### config.mk
export PLATFORM = sky130hd
export DESIGN_NAME = rf_multiport_sb_flat
export DESIGN_NICKNAME = d
export VERILOG_FILES = /design/src/rtl/cpu_pkg.sv /design/src/rtl/rf_multiport_sb_if.sv /design/src/rtl/rf_scoreboard.sv /design/src/rtl/rf_multiport_sb.sv /design/src/flat_wrapper.sv
export SDC_FILE = /design/constraint.sdc
export NUM_CORES = 2
export LEC_CHECK = 0
export CORE_MARGIN = 8
export CORE_UTILIZATION = 45
export CTS_CLUSTER_DIAMETER = 50
export DETAILED_ROUTE_END_ITERATION = 6
export RECOVER_POWER = 50
export SYNTH_ARGS = -nofsm -noshare
export SYNTH_HDL_FRONTEND = slang
export SYNTH_HIERARCHICAL = 1
export SYNTH_SLANG_ARGS = --single-unit
### constraint.sdc
create_clock -name clk -period 6.2 [get_ports clk]
set_clock_uncertainty 0.15 [all_clocks]
set_input_delay 0.93 -clock clk [delete_from_list [all_inputs] [get_ports clk]]
set_output_delay 0.93 -clock clk [all_outputs]
set_load 0.01 [all_outputs]
### src/rtl/cpu_pkg.sv
// Shared CPU constants and register typedefs used by the register file and its clients.
package cpu_pkg;

  localparam int REG_ADDR_W = 5;
  localparam int REG_DATA_W = 32;
  localparam int ZERO_REG   = 0;

  typedef logic [REG_ADDR_W-1:0] reg_addr_t;
  typedef logic [REG_DATA_W-1:0] reg_data_t;

endpackage

### src/rtl/rf_multiport_sb_if.sv
// Register-file bus: writeback write port, decode read ports, issue/scoreboard status.
interface rf_multiport_sb_if #(
   parameter int DATA_W = cpu_pkg::REG_DATA_W,
   parameter int ADDR_W = cpu_pkg::REG_ADDR_W,
   parameter int NREAD  = 2
);
   logic                    we;
   logic [ADDR_W-1:0]       wa;
   logic [DATA_W-1:0]       wd;
   logic [NREAD*ADDR_W-1:0] ra;
   logic [NREAD*DATA_W-1:0] rd;
   logic [NREAD-1:0]        rd_busy;
   logic                    iss_en;
   logic [ADDR_W-1:0]       iss_addr;
   logic [ADDR_W:0]         sb_cnt;
   logic                    wr_err;

   modport master (
      output we, wa, wd, ra, iss_en, iss_addr,
      input  rd, rd_busy, sb_cnt, wr_err
   );

   modport slave (
      input  we, wa, wd, ra, iss_en, iss_addr,
      output rd, rd_busy, sb_cnt, wr_err
   );
endinterface

### src/rtl/rf_scoreboard.sv
// Pending-write scoreboard: issue sets a bit, writeback clears it; tracks count and stray writes.
module rf_scoreboard
   import cpu_pkg::*;
#(
   parameter int ADDR_W = REG_ADDR_W,
   parameter int NREAD  = 2,
   parameter int BYPASS = 1
) (
   input  logic                    clk,
   input  logic                    rstn,
   input  logic                    we,
   input  logic [ADDR_W-1:0]       wa,
   input  logic                    iss_en,
   input  logic [ADDR_W-1:0]       iss_addr,
   input  logic [NREAD*ADDR_W-1:0] ra,
   output logic [NREAD-1:0]        rd_busy,
   output logic [ADDR_W:0]         sb_cnt,
   output logic                    wr_err
);

   localparam int DEPTH = 1 << ADDR_W;
   localparam logic [ADDR_W-1:0] ZERO = ADDR_W'(ZERO_REG);
   localparam logic [ADDR_W:0]   ONE  = (ADDR_W+1)'(1);

   logic [DEPTH-1:0] sb, sb_nxt;
   logic             clr, set, inc, dec;
   logic [ADDR_W:0]  cnt_nxt;

   // NOTE: every always_comb output gets a default first so no path leaves it unassigned (no latch).
   always_comb begin
      clr    = we && (wa != ZERO);
      set    = iss_en && (iss_addr != ZERO);
      sb_nxt = sb;
      if (clr) sb_nxt[wa] = 1'b0;
      // Set is applied after clear so a newer producer keeps the register pending.
      if (set) sb_nxt[iss_addr] = 1'b1;
      inc     = set && !sb[iss_addr];
      dec     = clr && sb[wa] && !(set && (iss_addr == wa));
      cnt_nxt = sb_cnt;
      if (inc && !dec)      cnt_nxt = sb_cnt + ONE;
      else if (dec && !inc) cnt_nxt = sb_cnt - ONE;
   end

   // NOTE: sequential state uses non-blocking assignments so all flops update together at the edge.
   always_ff @(posedge clk) begin
      if (!rstn) begin
         sb     <= '0;
         sb_cnt <= '0;
         wr_err <= 1'b0;
      end else begin
         sb     <= sb_nxt;
         sb_cnt <= cnt_nxt;
         if (clr && !sb[wa]) wr_err <= 1'b1;
      end
   end

   always_comb begin
      rd_busy = '0;
      for (int i = 0; i < NREAD; i++) begin
         rd_busy[i] = sb[ra[i*ADDR_W +: ADDR_W]]
                    & ~((BYPASS != 0) && we && (wa == ra[i*ADDR_W +: ADDR_W]))
                    & (ra[i*ADDR_W +: ADDR_W] != ZERO);
      end
   end

endmodule

### src/rtl/rf_multiport_sb.sv
// Multi-read-port register file with write-to-read bypass and a pending-write scoreboard.
module rf_multiport_sb
   import cpu_pkg::*;
#(
   parameter int DATA_W = REG_DATA_W,
   parameter int ADDR_W = REG_ADDR_W,
   parameter int NREAD  = 2,
   parameter int BYPASS = 1
) (
   input logic               clk,
   input logic               rstn,
   rf_multiport_sb_if.slave  bus
);

   localparam int DEPTH = 1 << ADDR_W;
   localparam logic [ADDR_W-1:0] ZERO = ADDR_W'(ZERO_REG);

   logic [DATA_W-1:0]       mem [DEPTH];
   logic [NREAD*DATA_W-1:0] rd_vec;

   // NOTE: the array is reset because software relies on every register reading 0 after reset.
   always_ff @(posedge clk) begin
      if (!rstn) begin
         for (int i = 0; i < DEPTH; i++) mem[i] <= '0;
      end else if (bus.we && (bus.wa != ZERO)) begin
         mem[bus.wa] <= bus.wd;
      end
   end

   for (genvar i = 0; i < NREAD; i++) begin : g_rd
      logic [ADDR_W-1:0] a;
      logic [DATA_W-1:0] d;
      assign a = bus.ra[i*ADDR_W +: ADDR_W];
      always_comb begin
         if (a == ZERO)                                  d = '0;
         else if ((BYPASS != 0) && bus.we && bus.wa == a) d = bus.wd;
         else                                            d = mem[a];
      end
      assign rd_vec[i*DATA_W +: DATA_W] = d;
   end

   assign bus.rd = rd_vec;

   rf_scoreboard #(
      .ADDR_W (ADDR_W),
      .NREAD  (NREAD),
      .BYPASS (BYPASS)
   ) u_sb (
      .clk      (clk),
      .rstn     (rstn),
      .we       (bus.we),
      .wa       (bus.wa),
      .iss_en   (bus.iss_en),
      .iss_addr (bus.iss_addr),
      .ra       (bus.ra),
      .rd_busy  (bus.rd_busy),
      .sb_cnt   (bus.sb_cnt),
      .wr_err   (bus.wr_err)
   );

endmodule

### src/flat_wrapper.sv
// flat-port wrapper written by rule: the top's interface ports become plain ports
module rf_multiport_sb_flat import cpu_pkg::*;
#(
   parameter int DATA_W = REG_DATA_W,
   parameter int ADDR_W = REG_ADDR_W,
   parameter int NREAD  = 2,
   parameter int BYPASS = 1
)
  (clk, rstn, bus_we, bus_wa, bus_wd, bus_ra, bus_iss_en, bus_iss_addr, bus_rd, bus_rd_busy, bus_sb_cnt, bus_wr_err);
  rf_multiport_sb_if #(.DATA_W(DATA_W), .ADDR_W(ADDR_W), .NREAD(NREAD)) bus_i ();
  input logic clk;
  input logic rstn;
  input wire logic [$bits(bus_i.we)-1:0] bus_we;
  input wire logic [$bits(bus_i.wa)-1:0] bus_wa;
  input wire logic [$bits(bus_i.wd)-1:0] bus_wd;
  input wire logic [$bits(bus_i.ra)-1:0] bus_ra;
  input wire logic [$bits(bus_i.iss_en)-1:0] bus_iss_en;
  input wire logic [$bits(bus_i.iss_addr)-1:0] bus_iss_addr;
  output wire logic [$bits(bus_i.rd)-1:0] bus_rd;
  output wire logic [$bits(bus_i.rd_busy)-1:0] bus_rd_busy;
  output wire logic [$bits(bus_i.sb_cnt)-1:0] bus_sb_cnt;
  output wire logic [$bits(bus_i.wr_err)-1:0] bus_wr_err;
  assign bus_i.we = bus_we;
  assign bus_i.wa = bus_wa;
  assign bus_i.wd = bus_wd;
  assign bus_i.ra = bus_ra;
  assign bus_i.iss_en = bus_iss_en;
  assign bus_i.iss_addr = bus_iss_addr;
  assign bus_rd = bus_i.rd;
  assign bus_rd_busy = bus_i.rd_busy;
  assign bus_sb_cnt = bus_i.sb_cnt;
  assign bus_wr_err = bus_i.wr_err;
  rf_multiport_sb #(.DATA_W(DATA_W), .ADDR_W(ADDR_W), .NREAD(NREAD), .BYPASS(BYPASS)) u_core (.clk(clk), .rstn(rstn), .bus(bus_i));
endmodule
# Word level (Yosys, flattened, before mapping)
# Memories as Yosys holds them, arrays and structs flattened.
# Index checks and enable logic that the tools add are counted.
# word_totals
ff_bits,39
mem_bits_rw,1024
in_bits,56
output_inout_bits,73
elab_cells,77
n_memories,1
# mem_list
memory,depth,width,read_ports,rd_clocked_by_memory_dff,wr,line_no,text
u_core.mem,32,32,2,0,32,rf_multiport_sb.sv:18,logic [DATA_W-1:0] mem [DEPTH];
# classes
add_sub_neg,2
order_cmp,6
n_eq_ne,3
muxes,27
bitwise,9
n_reduce_logical,26
# op_table
cell,n
$mux W32,7
$and A32 B32 Y32,1
$not A32 Y32,1
$or A32 B32 Y32,1
$reduce_or A32 Y1,1
$lt A5 B6 Y1 const B,4
$bmux W1 S5,4
$reduce_bool A5 Y1,4
$eq A5 B5 Y1,3
$logic_and A1 B1 Y1,13
$mux W6,2
$mux W1,11
$demux W1 S5,2
$ge A5 B1 Y1 const B,2
$logic_not A5 Y1,2
$add A6 B1 Y6 const B,1
$sub A6 B1 Y6 const B,1
$logic_not A1 Y1,5
$mux W5,1
$and A1 B1 Y1,4
$not A1 Y1,2
$reduce_bool A2 Y1,1

# Depth between registers and ports, before layout
# logic_depth
depth_word,9
depth_mapped,15
mapped_depth_nobuf,13

# Hierarchy
# Netlist, hierarchy kept.
# by_module_without_submodules
mod,instances,cells_per_inst,area_per_inst_um2,seq_area_each_um2
rf_multiport_sb,1,3744,54698.7,30749.5
rf_scoreboard,1,362,3178.0,780.7

# Least setup slack after synthesis
# OpenSTA, ideal clock, no wires.
# synth_timing
path_kind,input -> register
start,input bus_wa[2]
end,"memory u_core/mem[10][0] (netlist name), enable pin"
setup_ns,0.466
arrival_ns,4.022
required_ns,5.584
path_slack_ns,1.563
stages,4
path_buffers,2
cell_sequence,buf_2 > or3b_2 > clkbuf_1 > o21ai_0
# synth_rtl
item,line_no,text
"start, declared",flat_wrapper.sv:14,input wire logic [$bits(bus_i.wa)-1:0] bus_wa;
"end, declared",rf_multiport_sb.sv:18,

==> impl_metrics.yaml <==
finish:
  final_area_um2: 66200
  post_route_cells_drive_above_1_share: 0.212
  layout-area-overhead-vs-synth_pct: 14.3
  fin_nets: 4240
  finish.utilization: 0.518
timing:
  portion_of_the_clock_cycle_consumed_by_the_worst_path_in_the_final_layout: 0.900
  hold_viol_final: 0
  final_period_minus_worst_setup_slack_ns: 5.58
  maxClockFrequency_mhz: 179
  setup_repair_after_global_routing_missed_its_margin: "no"
  timing.final.setup_violations: 0
  worst_slew_pin_slew_ns: 2.49
  timing_max_transition_violations_final: 696
  slew_headroom: -0.667
  setup_slack_ns: 0.623
  fin_tns_setup_ns: 0
yosys:
  synth_sequential_area_ratio: 0.545
  most_frequently_used_flop_master_after_synthesis: "sky130_fd_sc_hd__edfxtp_1"
  post_synth_main_area_contributors: "sky130_fd_sc_hd__edfxtp_1, sky130_fd_sc_hd__mux4_2, sky130_fd_sc_hd__and2_1, sky130_fd_sc_hd__mux2i_1, sky130_fd_sc_hd__clkbuf_1"
  synth-edff-count: 1024
  post-synth-top-area-cell: "sky130_fd_sc_hd__edfxtp_1"
  netlist_area_um2: 57900
  synth_async_sr_flop_share: 0
  synthMostInstantiatedCell: "sky130_fd_sc_hd__edfxtp_1"
  synth_fa_ha_area_frac: 0.00164
  area_share_of_the_leading_cell_type_in_the_synthesized_netlist: 0.531
  synth-compound-area-share: 0.0745
  ys_top_cells_by_count: "sky130_fd_sc_hd__edfxtp_1, sky130_fd_sc_hd__and2_1, sky130_fd_sc_hd__mux4_2"
  postSynthCellCount: 4106
  ys_ff_latch: 1063
  dominant_combinational_cell_family_by_area_after_synthesis: "multiplexers"
  post_synth_and_or_nand_nor_area_fraction: 0.128
  muxShareOfSynthArea: 0.213
  ys_types: 66
  post_synth_xor_area_fraction: 0.00393
  synth-warning-count: 6
  synthesis.area_per_instance_um2: 14.1
clock_tree:
  ctsResizeCount: 0
  numCtsBuffers: 135
  clock_insertion_delay_worst_skew_ns: 0.76
  clkSlewWorstSetupHoldPaths_ns: 0.06
  cts.sinks: 1063
  ctsHtreeMaxLevel: 4
  cts_tree: "yes"
  cts_buffer_depth: 3
  cts_post_setup_buffers_inserted: 0
  cts_root_buf: "sky130_fd_sc_hd__clkbuf_16"
  cts_hold_repair.buffers: 0
routing:
  via_count: 39252
  initialDrtViolationCount: 5373
  final_wirelength_um: 207000
  avgRoutedWirePerCell_um: 34.7
  drcViolationCount: 0
  viasPerCell: 6.59
  drt_pass1_iterations: 6
  final_antenna_net_count: 0
floorplan:
  chipWidth_um: 375
  io_pins: 129
  floorplan.rows: 131
  core_region_area_um2: 128000
  floorplan.die.height_um: 375
  design.die.area_um2: 140000
  initial_core_util: 0.453
power:
  worst_ir_drop_vdd_mv: 0.291
  p_total_mw: 19.0
  powerDensity_nw_per_um2: 288
  cellLeakagePower_nw: 23.0
worst_setup_path:
  reg2regPathDepth: 13
  cp_data_required_time_ns: 6.67
  path_class: "input pin to flip-flop"
  timing.critical_path.from_type: "input pin"
  setup.worst_path.end_class: "flip-flop"
  arrival_ns: 6.05
  r2r-start: "u_core/u_sb/sb[7]"
  cp_max_fo: 54
  crit-reg2reg-capture: "u_core/u_sb/sb_cnt[5]"
  regToRegSetupSlack_ns: 2.76
  timing.critical_path.from: "rstn"
global_route:
  grt_remaining_overflow: 0
  number_of_antenna_violations_at_the_first_check_in_global_routing: 15
  via_count_of_the_first_global_routing_pass: 38756
  grt_pass1_wl_um: 290000
  grt_util_all_layers: 0.286
  maximum_number_of_pins_on_one_net_before_global_route_repair: 86
placement:
  detailedPlacementHpwl_um: 130000
  io_buffer_count: 128
  detailedPlace.worstSlack_ns: 0.867
  postPlaceCellArea_um2: 62000
  gpl_wtd_cong: 0.899
run:
  cap_viol_max_count: 25
run_status:
  outcome: "finished with violations"
  violations_in_the_final_reports: "capacitance limit, slew limit"
worst_hold_path:
  holdCritStartpoint: "u_core/u_sb/sb[0]"
  worst_hold_path.endpoint: "u_core/u_sb/sb[0]"
  holdCritPathClass: "flip-flop to flip-flop"
  timing.hold.worst_path_depth: 1
==> kinds of logic after synthesis <==
family          Yosys count
fa+ha+maj                 7
xor+xnor                 26
other cells               1
simple gates           1239
flops                  1063
mux                     720
compound gates          598
buf+inv                 452
==> area by class of cell <==
type,instances,area [um2]
clock inverters,68,833
clock buffers,172,3690
flip-flops and latches,1063,31500
repair buffers,349,3160
diodes,11,27.5
fillers,10588,61500
multi-input cells,2622,24800
inverters,6,22.5
well taps,1662,2080
==> power breakdown <==
group | internal (mW) | total, mW | switching, mW | leakage (nW)
combinational | 1.01 | 2.49 | 1.48 | 10.8
clock | 4.95 | 8.07 | 3.12 | 2.20
sequential | 8.27 | 8.47 | 0.197 | 10.1
total | 14.2 | 19.0 | 4.80 | 23.0
==> layer usage <==
layer | GRT usage | vias to the layer above | part of all wire
li1 | - | 16004 | -
met4 | 0.151 | 6 | 0.060
met3 | 0.0684 | 512 | 0.10
met5 | 0 | - | 0.00022
met2 | 0.438 | 2450 | 0.45
met1 | 0.380 | 20280 | 0.39
==> cell usage in the layout, fill, tap and decap left out, types with 81 or more instances in the layout <==
cell type,count
sky130_fd_sc_hd__a21oi_1,84
sky130_fd_sc_hd__a22oi_1,135
sky130_fd_sc_hd__and2_0,207
sky130_fd_sc_hd__and2_1,795
sky130_fd_sc_hd__buf_4,171
sky130_fd_sc_hd__clkbuf_16,143
sky130_fd_sc_hd__clkdlybuf4s50_1,109
sky130_fd_sc_hd__edfxtp_1,1024
sky130_fd_sc_hd__mux2i_1,305
sky130_fd_sc_hd__mux4_2,407
sky130_fd_sc_hd__nand2_1,81
==> sequential cells by signal, indices dropped and copies added, names as in the netlist <==
name                count
u_core/mem           1024
u_core/u_sb/sb_cnt      6
u_core/u_sb/wr_err      1
u_core/u_sb/sb         32
==> critical path: stages <==
cell and delay [ns]:
sky130_fd_sc_hd__clkbuf_1 1.54, sky130_fd_sc_hd__nand4b_1 0.18, sky130_fd_sc_hd__clkbuf_1 0.64, sky130_fd_sc_hd__nor2_1 1.74, sky130_fd_sc_hd__clkbuf_2 0.72, sky130_fd_sc_hd__and2_0 0.22
==> how the worst max path moves through the flow <==
stage / to / slack (ns)
CTS: bus_rd[47] / 0.86
detailed placement: bus_rd[47] / 0.87
global placement: bus_rd[34] / 0.83
finish: u_core/mem[18][7] / 0.62
global route: u_core/mem[1][20] / 0.41
floorplan: u_core/mem[10][0] / 1.56
==> stage by stage <==
step / cells / hold WS, ns
3_5_place_dp: 5702 / 0.330
3_3_place_gp: 5702 / 0.325
4_1_cts: 5942 / 0.342
2_1_floorplan: 4137 / 0.297
6_report: 5953 / 0.345
5_1_grt: 5944 / 0.380
(Power assumes the default switching activity.)
